## config.mk

```make
export PLATFORM = sky130hd
export DESIGN_NAME = risc32_pipe_ctrl_flat
export DESIGN_NICKNAME = d
export VERILOG_FILES = /design/src/rtl/risc32_pipe_ctrl_if.sv /design/src/rtl/risc32_pipe_ctrl.sv /design/src/flat_wrapper.sv
export SDC_FILE = /design/constraint.sdc
export NUM_CORES = 1
export LEC_CHECK = 0
export BUFFER_PORTS_ARGS = -buffer_cell sky130_fd_sc_hd__buf_2
export CORE_MARGIN = 2
export CORE_UTILIZATION = 40
export DETAILED_ROUTE_END_ITERATION = 16
export GPL_ROUTABILITY_DRIVEN = 0
export PLACE_DENSITY_LB_ADDON = 0.12
export SLEW_MARGIN = 20
export SYNTH_ARGS = -nofsm -noshare
export SYNTH_HDL_FRONTEND = slang
export SYNTH_SLANG_ARGS = --single-unit
```

## constraint.sdc

```tcl
create_clock -name clk -period 1.65 [get_ports clk]
set_input_delay 0.0825 -clock clk [delete_from_list [all_inputs] [get_ports clk]]
set_output_delay 0.0825 -clock clk [all_outputs]
set_load 0.005 [all_outputs]
```

## src/rtl/risc32_pipe_ctrl_if.sv

```systemverilog
// Hazard-controller bus: stall/flush/exception requests in, per-stage controls out.
// master = pipeline side issuing requests, slave = the controller.
interface risc32_pipe_ctrl_if #(
    parameter int unsigned STAGES = 6,
    parameter int unsigned NREQ   = 2,
    parameter int unsigned LVL_W  = 3
);
    logic [NREQ-1:0]   stall_req;
    logic              flush_req;
    logic [LVL_W-1:0]  flush_lvl;
    logic              excp_req;
    logic [STAGES-1:0] stall;
    logic [STAGES-1:0] flush;
    logic              flush_ok;
    logic              excp_busy;
    logic              excp_ack;
    logic              wdog_err;

    modport master (
        output stall_req, flush_req, flush_lvl, excp_req,
        input  stall, flush, flush_ok, excp_busy, excp_ack, wdog_err
    );

    modport slave (
        input  stall_req, flush_req, flush_lvl, excp_req,
        output stall, flush, flush_ok, excp_busy, excp_ack, wdog_err
    );
endinterface

```

## src/rtl/risc32_pipe_ctrl.sv

```systemverilog
// Pipeline hazard controller: stall merge, branch flush, exception flush/drain.
// Optional stall watchdog enabled by defining RISC32_CTRL_WDOG_EN.
module risc32_pipe_ctrl #(
    parameter int unsigned STAGES    = 6,
    parameter int unsigned NREQ      = 2,
    parameter int unsigned LVL_W     = 3,
    parameter logic [NREQ*LVL_W-1:0] REQ_LVL = {3'd3, 3'd2},
    parameter int unsigned DRAIN_CYC = 2,
    parameter int unsigned WDOG_MAX  = 255
) (
    input logic              clk,
    input logic              rst,
    risc32_pipe_ctrl_if.slave bus
);

    if (STAGES < 3 || (2 ** LVL_W) < STAGES) begin : g_bad_geom
        $error("risc32_pipe_ctrl: bad STAGES/LVL_W");
    end
    if (DRAIN_CYC < 1 || DRAIN_CYC > 255) begin : g_bad_drain
        $error("risc32_pipe_ctrl: DRAIN_CYC out of range");
    end
    if (WDOG_MAX < 1 || WDOG_MAX > 65535) begin : g_bad_wdog
        $error("risc32_pipe_ctrl: WDOG_MAX out of range");
    end

    typedef enum logic [1:0] {
        ST_RUN,
        ST_FLUSH,
        ST_DRAIN
    } state_t;

    // WB is never held by a requester, so levels clamp one below it
    localparam logic [LVL_W-1:0] LVL_MAX = LVL_W'(STAGES - 2);

    state_t            state_q, state_d;
    logic [7:0]        drain_cnt_q, drain_cnt_d;
    logic              ack_q, ack_d;
    logic [LVL_W-1:0]  lvl;
    logic              nostall;
    logic [STAGES-1:0] stall_c;
    logic [STAGES-1:0] flush_c;
    logic              flush_ok_c;
    logic              wdog_err_c;

    always_comb begin
        logic [LVL_W-1:0] rl;
        lvl     = '0;
        nostall = 1'b1;
        for (int i = 0; i < NREQ; i++) begin
            rl = REQ_LVL[i*LVL_W +: LVL_W];
            if (rl > LVL_MAX) rl = LVL_MAX;
            if (bus.stall_req[i]) begin
                nostall = 1'b0;
                if (rl > lvl) lvl = rl;
            end
        end
    end

    always_comb begin
        state_d     = state_q;
        drain_cnt_d = drain_cnt_q;
        ack_d       = 1'b0;
        stall_c     = '0;
        flush_c     = '0;
        flush_ok_c  = 1'b0;
        unique case (state_q)
            ST_RUN: begin
                if (!nostall) begin
                    for (int j = 0; j < STAGES; j++)
                        stall_c[j] = (j <= int'(lvl));
                end
                if (bus.flush_req && (nostall || lvl < bus.flush_lvl)) begin
                    stall_c    = '0;
                    flush_ok_c = 1'b1;
                    for (int j = 1; j < STAGES; j++)
                        flush_c[j] = (j < int'(bus.flush_lvl));
                end
                if (bus.excp_req) state_d = ST_FLUSH;
            end
            ST_FLUSH: begin
                flush_c     = '1;
                drain_cnt_d = 8'(DRAIN_CYC);
                state_d     = ST_DRAIN;
            end
            ST_DRAIN: begin
                stall_c[0]  = 1'b1;
                drain_cnt_d = drain_cnt_q - 8'd1;
                if (drain_cnt_q == 8'd1) begin
                    state_d = ST_RUN;
                    ack_d   = 1'b1;
                end
            end
            default: state_d = ST_RUN;
        endcase
    end

    always_ff @(posedge clk) begin
        if (rst) begin
            state_q     <= ST_RUN;
            drain_cnt_q <= '0;
            ack_q       <= 1'b0;
        end else begin
            state_q     <= state_d;
            drain_cnt_q <= drain_cnt_d;
            ack_q       <= ack_d;
        end
    end

`ifdef RISC32_CTRL_WDOG_EN
    logic [15:0] wdog_cnt_q, wdog_cnt_d;
    logic        wdog_err_q, wdog_err_d;

    always_comb begin
        wdog_cnt_d = wdog_cnt_q;
        wdog_err_d = wdog_err_q;
        if (state_q == ST_RUN) begin
            if (stall_c[0]) begin
                if (wdog_cnt_q < 16'(WDOG_MAX))
                    wdog_cnt_d = wdog_cnt_q + 16'd1;
                if (wdog_cnt_d == 16'(WDOG_MAX))
                    wdog_err_d = 1'b1;
            end else begin
                wdog_cnt_d = '0;
            end
        end
    end

    always_ff @(posedge clk) begin
        if (rst) begin
            wdog_cnt_q <= '0;
            wdog_err_q <= 1'b0;
        end else begin
            wdog_cnt_q <= wdog_cnt_d;
            wdog_err_q <= wdog_err_d;
        end
    end

    assign wdog_err_c = wdog_err_q;
`else
    assign wdog_err_c = 1'b0;
`endif

    assign bus.stall     = rst ? '0 : stall_c;
    assign bus.flush     = rst ? '0 : flush_c;
    assign bus.flush_ok  = !rst && flush_ok_c;
    assign bus.excp_busy = !rst && (state_q != ST_RUN);
    assign bus.excp_ack  = !rst && ack_q;
    assign bus.wdog_err  = !rst && wdog_err_c;

endmodule

```

## src/flat_wrapper.sv

```systemverilog
// flat-port wrapper written by rule: the top's interface ports become plain ports
module risc32_pipe_ctrl_flat 
#(
    parameter int unsigned STAGES    = 6,
    parameter int unsigned NREQ      = 2,
    parameter int unsigned LVL_W     = 3,
    parameter logic [NREQ*LVL_W-1:0] REQ_LVL = {3'd3, 3'd2},
    parameter int unsigned DRAIN_CYC = 2,
    parameter int unsigned WDOG_MAX  = 255
)
  (clk, rst, bus_stall_req, bus_flush_req, bus_flush_lvl, bus_excp_req, bus_stall, bus_flush, bus_flush_ok, bus_excp_busy, bus_excp_ack, bus_wdog_err);
  risc32_pipe_ctrl_if #(.STAGES(STAGES), .NREQ(NREQ), .LVL_W(LVL_W)) bus_i ();
  input logic clk;
  input logic rst;
  input wire logic [$bits(bus_i.stall_req)-1:0] bus_stall_req;
  input wire logic [$bits(bus_i.flush_req)-1:0] bus_flush_req;
  input wire logic [$bits(bus_i.flush_lvl)-1:0] bus_flush_lvl;
  input wire logic [$bits(bus_i.excp_req)-1:0] bus_excp_req;
  output wire logic [$bits(bus_i.stall)-1:0] bus_stall;
  output wire logic [$bits(bus_i.flush)-1:0] bus_flush;
  output wire logic [$bits(bus_i.flush_ok)-1:0] bus_flush_ok;
  output wire logic [$bits(bus_i.excp_busy)-1:0] bus_excp_busy;
  output wire logic [$bits(bus_i.excp_ack)-1:0] bus_excp_ack;
  output wire logic [$bits(bus_i.wdog_err)-1:0] bus_wdog_err;
  assign bus_i.stall_req = bus_stall_req;
  assign bus_i.flush_req = bus_flush_req;
  assign bus_i.flush_lvl = bus_flush_lvl;
  assign bus_i.excp_req = bus_excp_req;
  assign bus_stall = bus_i.stall;
  assign bus_flush = bus_i.flush;
  assign bus_flush_ok = bus_i.flush_ok;
  assign bus_excp_busy = bus_i.excp_busy;
  assign bus_excp_ack = bus_i.excp_ack;
  assign bus_wdog_err = bus_i.wdog_err;
  risc32_pipe_ctrl #(.STAGES(STAGES), .NREQ(NREQ), .LVL_W(LVL_W), .REQ_LVL(REQ_LVL), .DRAIN_CYC(DRAIN_CYC), .WDOG_MAX(WDOG_MAX)) u_core (.clk(clk), .rst(rst), .bus(bus_i));
endmodule
```

-- Word-level counts from Yosys, hierarchy flattened
Index checks and enable logic that the tools add are counted.
- $add $sub $neg: 1
- reduce and logical (&&, ||, !) cells: 11
- eq/ne operators: 5
- bitwise operators: 1
- muxes and demuxes: 21
- order comparisons: 12
- operators with widths (cell ; count):
    6-bit 2-to-1 mux ; 4
    8-bit one-hot mux with 2 select lines ; 1
    5-bit 2-to-1 mux ; 2
    5-bit one-hot mux with 2 select lines ; 1
    8-bit by 1-bit equality test with 1-bit output (second input constant) ; 1
    8-bit by 1-bit subtractor with 8-bit output (second input constant) ; 1
    2-bit by 3-bit <= comparator with 1-bit output (first input constant) ; 2
    3-bit <= comparator (first input constant) ; 2
    2-bit by 3-bit less-than comparator with 1-bit output (first input constant) ; 2
    3-bit less-than comparator (first input constant) ; 2
    1-bit 2-to-1 mux ; 6
    2-bit 2-to-1 mux ; 3
    3-bit 2-to-1 mux ; 2
    2-bit one-hot mux with 3 select lines ; 1
    1-bit logical AND ; 4
    2-bit nonzero test ; 2
    1-bit by 3-bit <= comparator with 1-bit output (first input constant) ; 1
    1-bit by 3-bit less-than comparator with 1-bit output (first input constant) ; 1
    3-bit less-than comparator ; 1
    2-bit by 1-bit equality test with 1-bit output (second input constant) ; 1
    2-bit equality test (second input constant) ; 1
    2-bit > comparator (first input constant) ; 1
    2-bit zero test ; 1
    2-bit by 1-bit inequality test with 1-bit output (second input constant) ; 1
    7 further kinds ; 7
- word-level logic and storage cells: 54
- input bits: 9
- output and inout bits: 16
- register bits after elaboration: 11

-- Logic depth before layout (Yosys ltp)
- depth after elaboration: 10
- mapped depth: 6
- depth with buffers taken out: 6

-- Least setup slack after synthesis
Ideal clock, no wire load.
- path kind: reg2reg
- start: reg u_core.drain_cnt_q[3]
- end: reg u_core.state_q[1]
- setup slack: -0.137 ns
- library setup time: 0.072 ns
- period minus slack after synthesis: 1.787 ns
- path buffers: 0
- stages on the path, launching flop included: 5
- arrival time: 1.715 ns
- cell sequence: dfxtp_1 > or4_4 > or4b_4 > a21oi_2 > mux2i_1
- cells in the longest elaborated chain, start to end: 3
- ends and longest elaborated chain (element ; RTL line ; text):
    from (decl) ; risc32_pipe_ctrl.sv:36 ; logic [7:0] drain_cnt_q, drain_cnt_d;
    from (signal assigned) ; risc32_pipe_ctrl.sv:104 ; drain_cnt_q <= drain_cnt_d;
    8-bit by 1-bit equality test with 1-bit output ; risc32_pipe_ctrl.sv:88 ; if (drain_cnt_q == 8'd1) begin
    2-bit by 1-bit inequality test with 1-bit output (no line) ; - ;
    2-bit AND reduction (no line) ; - ;
    to (signal assigned) ; risc32_pipe_ctrl.sv:103 ; state_q <= state_d;
    to (decl) ; risc32_pipe_ctrl.sv:35 ; state_t state_q, state_d;
No other way between the ends.
A chain may end at the register's enable or synchronous reset.

-- Final worst setup path
- start: reg u_core.drain_cnt_q[5]
- end: reg u_core.state_q[1]
The elaborated chain is that of the path after synthesis.

==> reports/results.ini <==
[sta]
hold_violations=0
whs_ps=64.3
setup_violations=2
period_share=1.10
slew_viol_final=0
period_needed_ps=1820
rsz0062_at_grt=true
skew_ps=6.63
fmax_mhz=550
setup_ws_ps=-167

[synthesis]
ys_types=30
synth_top_area_cell=dfxtp_1
synth_area_per_cell_um2=7.88
synth_cells=94
synth.top_cell.area_share=0.297
yosysSeqAreaShare=0.297
synthTopCellsByArea=dfxtp_1 (30%), ha_1 (12%), nor2_1 (6.6%), inv_1 (4.6%), buf_4 (4.1%)
synth_seq_cells=11
yosysWarnings=0
synth_area_um2=741

[outcome]
status=finished with violations
violations=setup timing

[final_layout]
layout_commonest_cell=buf_2
final_util=0.572
area_delta_synth_final_pct=33.4
final_cell_mix=buf_2 (21), nor2_1 (13), buf_4 (12)
nets=146
layout-drive-gt1-share=0.357
diodes=0

[detailed_routing]
drt_iter0_markers=12
finalWirelength_um=1520
wl_per_cell_um=9.85
via_count=697
route.detailed.drc=0
vias_per_cell=4.53
first_pass_iters=4
antenna_left=0

[die]
core.rowCount=15
initial_utilization=0.429
core_mm2=0.00173
die_y_um=47.0
pin_count=25
die_w_um=47.0
die-area_mm2=0.00221

[grt]
grt_max_degree=8
antenna_found_initial=0
grt_usage=0.156
first_global_vias=589
overflow=0
grt_pass1_wl_um=2370

[cts]
clock_path_buffers=2
cts_sinks=11
root_buffer=clkbuf_4
cts_buffers=3
cts_tree=done
path_clk_slew_ps=70
htree_levels=1
postCtsSetupRepairBufs=0
holdBufCountCts=0
clk_latency_ps=280

[worst_setup_path]
cp_max_fo=4
critPathLaunchType=flip-flop
r2r-end=u_core.state_q[1]
reg2reg_from=u_core.drain_cnt_q[5]
critPathTopFamily=simple AND/OR/NAND/NOR gates
ff2ff_setup_slack_ps=-170
crit_cells=4
worstPathRequired_ps=1850
slowest_delay_ps=530
critPathSlowestCell=or4_4
critPathBufInv=0
critical_path_class=reg2reg
path_cells=or4_4 -> or4b_4 -> a21oi_2 -> mux2i_1
cp.arrival_ps=2020
worstRegToRegCells=4
cp-end-kind=flip-flop

[worst_hold_path]
worstHoldEndpoint=u_core.drain_cnt_q[1]
holdPathStages=2
hp-start=rst
hp-class=in2reg

[placed_design]
io_buffers=21
dp_hpwl_um=1260

[job]
cap_violations=0

[power]
power_density_mw_per_mm2=1220
power_leakage_nw=0.507
ir_drop_v=0.000652

worst max path at each step:
| stage | from | slack (ps) | to |
|---|---|---|---|
| 2_1_floorplan | u_core.drain_cnt_q[5] | -70 | u_core.state_q[1] |
| 3_3_place_gp | u_core.drain_cnt_q[5] | -90 | u_core.state_q[1] |
| 3_5_place_dp | u_core.drain_cnt_q[5] | -170 | u_core.state_q[1] |
| 4_1_cts | u_core.drain_cnt_q[5] | -180 | u_core.state_q[1] |
| 5_1_grt | u_core.drain_cnt_q[5] | -230 | u_core.state_q[1] |
| 6_report | u_core.drain_cnt_q[5] | -170 | u_core.state_q[1] |
synth_stat cells:
cell type / count
mux2i_1: 1
xor2_1: 3
and3b_1: 1
nor2b_1: 4
nor2_1: 13
o211ai_1: 1
ha_1: 7
conb_1: 1
o21ai_0: 5
or4b_4: 1
o21bai_1: 1
inv_1: 9
a31oi_1: 1
or3_2: 1
a311oi_1: 2
nand2_1: 8
xnor2_1: 3
and3_1: 1
dfxtp_1: 11
buf_4: 4
or4_4: 1
nand3b_1: 1
a21oi_1: 4
a21oi_2: 1
nor3b_1: 1
o21ai_1: 1
nand2b_1: 2
nand3_1: 2
nor3_1: 2
or2_2: 1
worst register-to-register path, delay by kind of cell, from the launching register on:
family | cells | cell delay, ps
compound gates | 1 | 150
flops | 1 | 320
mux | 1 | 230
simple gates | 2 | 1050
routing by layer:
layer  vias to the layer above  track usage  share of wire
li1                        374            -              -
met5                         -            0              0
met1                       300        0.194           0.48
met3                         5       0.0231          0.044
met2                        18        0.252           0.45
met4                         0        0.100          0.029
final cells by class:
type | count | area, um^2
Timing Repair Buffer | 33 | 195
Inverter | 9 | 33.8
Fill cell | 179 | 738
Multi-Input combinational cell | 72 | 479
Clock buffer | 4 | 26.3
Sequential cell | 11 | 223
Tap cell | 25 | 31.3
where the power goes:
part / internal, mW / total (mW) / leakage [nW] / switching, mW
registers: 0.338 / 0.385 / 0.0908 / 0.0471
clock network: 0.0939 / 0.190 / 0.0150 / 0.0965
logic: 0.346 / 0.630 / 0.401 / 0.284
timing repair:
action,4_1_cts,5_1_grt
pin swaps,0,2
hold endpoints to repair,0,0
endpoints found under the setup margin,7,8
resized for setup,2,5
through the flow:
step                      instance area (um^2)  total power [mW]  worst slack, ps  std cells  setup TNS (ps)
after floorplan                            751             0.774            -72.0         96            -117
after global placement                     947             0.997            -88.1        150            -141
after detailed placement                   947              1.01             -169        150            -284
after CTS                                  981              1.21             -178        154            -308
after global routing                       988              1.32             -234        154            -467
final                                      988              1.21             -167        154            -284
cell families after synthesis:
| kind of cell | share of synthesized area |
|---|---|
| flip-flops | 0.297 |
| AND/OR/NAND/NOR | 0.277 |
| other | 0.00506 |
| adder cells (fa/ha/maj) | 0.118 |
| XOR/XNOR | 0.0710 |
| buffers and inverters | 0.0861 |
| AO/OA/AOI/OAI | 0.132 |
| multiplexers | 0.0135 |
sequential cells by signal, summed over array words and instances, names as in the netlist:
signal,count
u_core.state_q,2
u_core.ack_q,1
u_core.drain_cnt_q,8
(Power assumes the default switching activity.)
